**src/rtl/wb_mem_pkg.sv**
```systemverilog
// Shared encodings for the MEM-stage Wishbone master: access sizes, FSM states,
// and the per-size alignment mask.
package wb_mem_pkg;

  localparam logic [1:0] SZ_BYTE  = 2'd0;
  localparam logic [1:0] SZ_HALF  = 2'd1;
  localparam logic [1:0] SZ_WORD  = 2'd2;
  localparam logic [1:0] SZ_DWORD = 2'd3;

  typedef enum logic [1:0] {
    IDLE = 2'd0,
    BUS  = 2'd1,
    RESP = 2'd2
  } wb_state_e;

  // Address bits that must be zero for a naturally aligned access of this size.
  function automatic logic [2:0] align_mask(input logic [1:0] size);
    case (size)
      SZ_BYTE: return 3'b000;
      SZ_HALF: return 3'b001;
      SZ_WORD: return 3'b011;
      default: return 3'b111;
    endcase
  endfunction

endpackage

```
**src/rtl/wb_mem_lane_align.sv**
```systemverilog
// Byte-lane steering: store select/data generation and load extraction with
// sign/zero extension. Purely combinational; shared with the fetch path.
module wb_lane_align
  import wb_mem_pkg::*;
#(
  parameter int DATA_W = 32
) (
  input  logic [$clog2(DATA_W/8)-1:0] off_i,
  input  logic [1:0]                  size_i,
  input  logic                        unsigned_i,
  input  logic [DATA_W-1:0]           wdata_i,
  input  logic [DATA_W-1:0]           rdata_i,
  output logic [DATA_W/8-1:0]         sel_o,
  output logic [DATA_W-1:0]           wdata_o,
  output logic [DATA_W-1:0]           rdata_o
);

  localparam int SEL_W = DATA_W / 8;

  logic [SEL_W-1:0]  sel_mask;
  logic [DATA_W-1:0] shifted;
  logic [DATA_W-1:0] dmask;
  logic              msb;

  always_comb begin
    sel_mask = '1;
    wdata_o  = wdata_i;
    dmask    = '1;
    shifted  = rdata_i >> {off_i, 3'b000};
    msb      = shifted[DATA_W-1];
    // Aligned accesses let replication stand in for a lane shift.
    case (size_i)
      SZ_BYTE: begin
        sel_mask = SEL_W'(1);
        wdata_o  = {SEL_W{wdata_i[7:0]}};
        dmask    = DATA_W'(8'hFF);
        msb      = shifted[7];
      end
      SZ_HALF: begin
        sel_mask = SEL_W'(3);
        wdata_o  = {(SEL_W/2){wdata_i[15:0]}};
        dmask    = DATA_W'(16'hFFFF);
        msb      = shifted[15];
      end
      SZ_WORD: begin
        sel_mask = SEL_W'(4'hF);
        wdata_o  = {(SEL_W/4){wdata_i[31:0]}};
        dmask    = DATA_W'(32'hFFFF_FFFF);
        msb      = shifted[31];
      end
      default: ;
    endcase
    sel_o   = sel_mask << off_i;
    rdata_o = (!unsigned_i && msb) ? (shifted | ~dmask) : (shifted & dmask);
  end

endmodule

```
**src/rtl/wb_mem_master.sv**
```systemverilog
// Registered Wishbone B4 classic master for the MEM stage, one access in flight.
// Define WB_MEM_TIMEOUT_EN to fault accesses the slave never terminates.
module wb_mem_master
  import wb_mem_pkg::*;
#(
  parameter int ADDR_W         = 32,
  parameter int DATA_W         = 32,
  parameter int SEL_W          = DATA_W / 8,
  parameter int TIMEOUT_CYCLES = 255
) (
  input  logic              clk,
  input  logic              rst_n,
  input  logic              req_valid,
  input  logic              mem_read,
  input  logic              mem_write,
  input  logic [1:0]        mem_size,
  input  logic              mem_unsigned,
  input  logic [ADDR_W-1:0] alu_result,
  input  logic [DATA_W-1:0] write_data,
  output logic              stall,
  output logic              rsp_valid,
  output logic [DATA_W-1:0] mem_read_data,
  output logic              mem_fault,
  output logic [ADDR_W-1:0] wb_adr,
  output logic [DATA_W-1:0] wb_dat_o,
  input  logic [DATA_W-1:0] wb_dat_i,
  output logic [SEL_W-1:0]  wb_sel,
  output logic              wb_we,
  output logic              wb_stb,
  output logic              wb_cyc,
  input  logic              wb_ack,
  input  logic              wb_err
);

  localparam int OFF_W = $clog2(SEL_W);

  wb_state_e         state_q, state_d;
  logic [ADDR_W-1:0] adr_q, adr_d;
  logic [DATA_W-1:0] dat_q, dat_d;
  logic [SEL_W-1:0]  sel_q, sel_d;
  logic              we_q, we_d;
  logic              cyc_q, cyc_d;
  logic [OFF_W-1:0]  off_q, off_d;
  logic [1:0]        size_q, size_d;
  logic              uns_q, uns_d;
  logic [DATA_W-1:0] rdata_q, rdata_d;
  logic              fault_q, fault_d;

  logic              req_go, bad_req, tmo_expired;
  logic [OFF_W-1:0]  la_off;
  logic [1:0]        la_size;
  logic              la_uns;
  logic [SEL_W-1:0]  la_sel;
  logic [DATA_W-1:0] la_wdata, la_rdata;

  assign req_go  = req_valid & (mem_read | mem_write);
  assign bad_req = (|(alu_result[2:0] & align_mask(mem_size)))
                 | ((mem_size == SZ_DWORD) && (DATA_W == 32))
                 | (mem_read & mem_write);

  // Live request drives the lane logic at acceptance; latched copy thereafter.
  assign la_off  = (state_q == IDLE) ? alu_result[OFF_W-1:0] : off_q;
  assign la_size = (state_q == IDLE) ? mem_size : size_q;
  assign la_uns  = (state_q == IDLE) ? mem_unsigned : uns_q;

  wb_lane_align #(.DATA_W(DATA_W)) u_lane (
    .off_i      (la_off),
    .size_i     (la_size),
    .unsigned_i (la_uns),
    .wdata_i    (write_data),
    .rdata_i    (wb_dat_i),
    .sel_o      (la_sel),
    .wdata_o    (la_wdata),
    .rdata_o    (la_rdata)
  );

`ifdef WB_MEM_TIMEOUT_EN
  localparam int TMO_W = $clog2(TIMEOUT_CYCLES + 1);
  logic [TMO_W-1:0] tmo_q, tmo_d;

  assign tmo_expired = (tmo_q == TMO_W'(TIMEOUT_CYCLES - 1));

  always_ff @(posedge clk or negedge rst_n) begin
    if (!rst_n) tmo_q <= '0;
    else        tmo_q <= tmo_d;
  end

  always_comb begin
    tmo_d = tmo_q;
    if (state_q == IDLE)     tmo_d = '0;
    else if (state_q == BUS) tmo_d = tmo_q + TMO_W'(1);
  end
`else
  logic unused_tmo;
  assign unused_tmo  = ^TIMEOUT_CYCLES;
  assign tmo_expired = 1'b0;
`endif

  always_comb begin
    state_d = state_q;
    adr_d   = adr_q;
    dat_d   = dat_q;
    sel_d   = sel_q;
    we_d    = we_q;
    cyc_d   = cyc_q;
    off_d   = off_q;
    size_d  = size_q;
    uns_d   = uns_q;
    rdata_d = rdata_q;
    fault_d = fault_q;
    case (state_q)
      IDLE: begin
        if (req_go) begin
          off_d   = alu_result[OFF_W-1:0];
          size_d  = mem_size;
          uns_d   = mem_unsigned;
          rdata_d = '0;
          if (bad_req) begin
            fault_d = 1'b1;
            state_d = RESP;
          end else begin
            fault_d = 1'b0;
            cyc_d   = 1'b1;
            we_d    = mem_write;
            adr_d   = {alu_result[ADDR_W-1:OFF_W], {OFF_W{1'b0}}};
            sel_d   = la_sel;
            dat_d   = la_wdata;
            state_d = BUS;
          end
        end
      end
      BUS: begin
        // Error beats ack, and a real termination beats the timeout.
        if (wb_err) begin
          fault_d = 1'b1;
          cyc_d   = 1'b0;
          state_d = RESP;
        end else if (wb_ack) begin
          cyc_d   = 1'b0;
          state_d = RESP;
          if (!we_q) rdata_d = la_rdata;
        end else if (tmo_expired) begin
          fault_d = 1'b1;
          cyc_d   = 1'b0;
          state_d = RESP;
        end
      end
      RESP:    state_d = IDLE;
      default: state_d = IDLE;
    endcase
  end

  always_ff @(posedge clk or negedge rst_n) begin
    if (!rst_n) begin
      state_q <= IDLE;
      adr_q   <= '0;
      dat_q   <= '0;
      sel_q   <= '0;
      we_q    <= 1'b0;
      cyc_q   <= 1'b0;
      off_q   <= '0;
      size_q  <= '0;
      uns_q   <= 1'b0;
      rdata_q <= '0;
      fault_q <= 1'b0;
    end else begin
      state_q <= state_d;
      adr_q   <= adr_d;
      dat_q   <= dat_d;
      sel_q   <= sel_d;
      we_q    <= we_d;
      cyc_q   <= cyc_d;
      off_q   <= off_d;
      size_q  <= size_d;
      uns_q   <= uns_d;
      rdata_q <= rdata_d;
      fault_q <= fault_d;
    end
  end

  assign stall         = ((state_q == IDLE) && req_go) || (state_q == BUS);
  assign rsp_valid     = (state_q == RESP);
  assign mem_fault     = rsp_valid & fault_q;
  assign mem_read_data = rsp_valid ? rdata_q : '0;
  assign wb_adr        = adr_q;
  assign wb_dat_o      = dat_q;
  assign wb_sel        = sel_q;
  assign wb_we         = we_q;
  assign wb_cyc        = cyc_q;
  assign wb_stb        = cyc_q;

endmodule

```
**config.mk**
```make
export PLATFORM = sky130hd
export DESIGN_NAME = wb_mem_master
export DESIGN_NICKNAME = d
export VERILOG_FILES = /design/src/rtl/wb_mem_pkg.sv /design/src/rtl/wb_mem_lane_align.sv /design/src/rtl/wb_mem_master.sv
export SDC_FILE = /design/constraint.sdc
export NUM_CORES = 1
export LEC_CHECK = 0
export ABC_AREA = 1
export CAP_MARGIN = 0
export CORE_MARGIN = 2
export CORE_UTILIZATION = 48
export CTS_CLUSTER_SIZE = 12
export DETAILED_ROUTE_END_ITERATION = 10
export PLACE_DENSITY = 0.85
export SKIP_LAST_GASP = 1
export SYNTH_ARGS = -nofsm -noshare
export SYNTH_HDL_FRONTEND = slang
export SYNTH_SLANG_ARGS = --single-unit
```
**constraint.sdc**
```tcl
create_clock -name clk -period 4.1 [get_ports clk]
set_input_delay 0.82 -clock clk [delete_from_list [all_inputs] [get_ports clk]]
set_output_delay 0.82 -clock clk [all_outputs]
set_load 0.01 [all_outputs]
```
==> results by group <==
Setup path
  • Worst Reg2Reg Path Length in Cells: 7
  • Crit path capture type: output port
  • Crit path max fanout: 9
  • Worst Setup Path Type: in2out
  • FF-to-FF Start: state_q[0]$_DFFE_PN0P_
  • CP Launch Type: input pin
  • Critical Path Start: mem_write
  • Critical Path AT: 2.22 ns
  • Data required, critical path: 3.28 ns

STA
  • Final setup viols: 0
  • Fmax achieved: 0.329 GHz
  • Setup TNS Final: 0 ns
  • Final Cycle Share: 0.742
  • Slew Limit Headroom: 0.401
  • Final Skew: 0.00467 ns
  • RSZ-0062 raised after global routing: false
  • Hold Violations, Final: 0
  • Worst-Margin Slew: 0.898 ns
  • Crit path time final: 3.04 ns
  • Final slew viol count: 0

Yosys
  • Cell area after synthesis: 5500 µm²
  • FF+latch count, synth: 108
  • Cell with the most instances after synthesis: nand2_1
  • Register area share after synthesis: 0.491
  • Post-synth top flop: dfrtp_1
  • Synth Instances: 748
  • Yosys Warn Count: 0
  • Syn_area_per_cell: 7.36 µm²
  • FFs w/ async S/R, synth: 1.00
  • Top-area cell type share of the netlist area: 0.491
  • Yosys cell types: 33
  • Commonest cells in the netlist: 306 x nand2_1, 108 x dfrtp_1, 76 x nor2_1, 68 x inv_1, 32 x a21oi_1
  • EDFF count, synth: 0
  • Ranking of synthesized cells by area: dfrtp_1 49%, nand2_1 21%, nor2_1 5.2%, inv_1 4.6%, a21oi_1 2.9%
  • Area leader, netlist: dfrtp_1

Routing
  • Post-Route WL: 16.1 mm
  • Antenna viol nets, final: 0
  • Pre-antenna DRT Iters: 5
  • Via count: 5539
  • Vias per cell: 5.11
  • Routed WL per cell: 14.9 µm
  • Residual DRC count: 0
  • Initial drt markers: 340

Place
  • DP HPWL: 11.6 mm
  • GPL Wtd Cong: 0.863
  • Post-Place Cells: 1068
  • Port-buffer cells: 209
  • Post-Place Cell Area: 7640 µm²

Cells and area
  • Fill cell count: 917
  • Fraction of layout cells with a size suffix above 1: 0.0436
  • Seq. cell area: 2700 µm²
  • Antenna Cells: 0
  • Area Overhead vs Synth: 44.2%
  • Fin cells: 1083
  • Final core occ: 0.701
  • Multi-input gate area: 2330 µm²
  • Fin area: 7940 µm²
  • # nets final: 1042

Job
  • Max Cap Viol: 0

Global route
  • Met3 Usage GRT: 0.0416
  • First-pass GRT wire length: 26.7 mm
  • GRT Max-Usage Layer: met2
  • Gr usage total: 0.267
  • GR Overflow Total: 0
  • Initial antenna violation count: 0
  • Largest net degree at the start of global routing: 87
  • GR met2 Demand/Resource: 0.451
  • Vias in the first global route: 5351
  • Grt met1 use: 0.357

Hold path
  • Hold/Removal Path Class: reg2reg
  • Hold Path Depth: 2
  • Hold wc startpoint: wb_adr[28]$_DFFE_PN0P_

Die
  • Number of cell rows: 39
  • Die area: 12300 µm²
  • Core footprint: 11300 µm²
  • Die height: 111 µm
  • Top-Level Pins: 212
  • DIE WIDTH: 111 µm
  • Starting Density: 0.486

CTS
  • Total clock sinks: 108
  • Cts hold-fix bufs: 0
  • Clock buffer depth: 2
  • CTS tree: done
  • Cts bufs inserted: 9
  • Cts repair resizes: 0
  • CTS root buf: clkbuf_16
  • CTS H-tree lvls: 3
  • Clk_lat worst skew: 0.35 ns
  • CTS clk-pin slew, worst paths: 0.07 ns
  • Number of setup buffers added after CTS: 0

Run status
  • Status: finished clean

Power
  • Pwr/cell area: 487 nW/µm²
  • Power Total: 3.87 mW
  • Pleak: 3.72 nW
  • Peak VDD IR: 351 µV
-- registers in the layout (all words and copies together) (netlist names) --
signal,count
fault_q,1
uns_q,1
rdata_q,32
wb_sel,4
wb_dat_o,32
size_q,2
off_q,2
wb_cyc,1
wb_we,1
state_q,2
wb_adr,30
-- report_power, final --
group / switching, mW / total (mW) / internal [mW]
Clock: 0.405 / 0.882 / 0.477
Sequential: 0.147 / 1.48 / 1.33
Combinational: 0.774 / 1.50 / 0.729
-- final cells by class --
class                           count  share of cell area
Clock buffer                        9              0.0284
Clock inverter                      6             0.00914
Inverter                           74              0.0350
Multi-Input combinational cell    528               0.294
Sequential cell                   108               0.340
Tap cell                          143              0.0225
Timing Repair Buffer              215               0.270
-- worst max-delay path, stage by stage --
cell and delay, ns:
clkdlybuf4s50_1 0.50, o21a_1 0.15, nand2_2 0.12, nand2_1 0.09, clkdlybuf4s50_1 0.54
-- logic make-up after synthesis --
family	Yosys count	synth area share
and+or+nand+nor	423	0.310
DFF	108	0.491
buffers and inverters	113	0.0864
AOI/OAI and AO/OA	103	0.112
other	1	0.000681
-- through the flow --
step	hold slack (ns)	setup slack [ns]
floorplan	0.449	2.03
global placement	0.452	1.09
detailed placement	0.457	1.06
CTS	0.476	1.06
global route	0.491	0.972
finish	0.473	1.06
-- path summary, 6_finish.rpt --
check	to	slack (ns)
min in group asynchronous	rdata_q[21]$_DFFE_PN0P_	0.52
max in group asynchronous	wb_dat_o[1]$_DFFE_PN0P_	2.85
hold reg to reg	wb_adr[28]$_DFFE_PN0P_	0.47
setup reg to reg	rdata_q[7]$_DFFE_PN0P_	1.83
setup / recovery	stall	1.06
hold / removal	wb_adr[28]$_DFFE_PN0P_	0.47
-- metal layers --
metal | up-vias | share of wire | wire (µm)
met5 | - | 0 | 0
met4 | 0 | 0.025 | 399
met3 | 29 | 0.065 | 1050
met2 | 253 | 0.49 | 7830
met1 | 2559 | 0.42 | 6820
li1 | 2698 | - | -
-- placed cells by master, fill, tap and decap left out, types with 3 or more instances in the layout --
master,n
o21ai_0,17
o21ai_1,8
o211ai_1,7
inv_1,68
buf_4,6
clkbuf_16,9
nand3_1,29
inv_2,5
dfrtp_1,108
nor2_4,3
clkdlybuf4s50_1,208
nor2_1,76
a31oi_1,22
nand2_2,3
a21oi_1,32
nand2_1,306
o21a_1,8
Note: power is estimated with default switching activity, not from simulation.
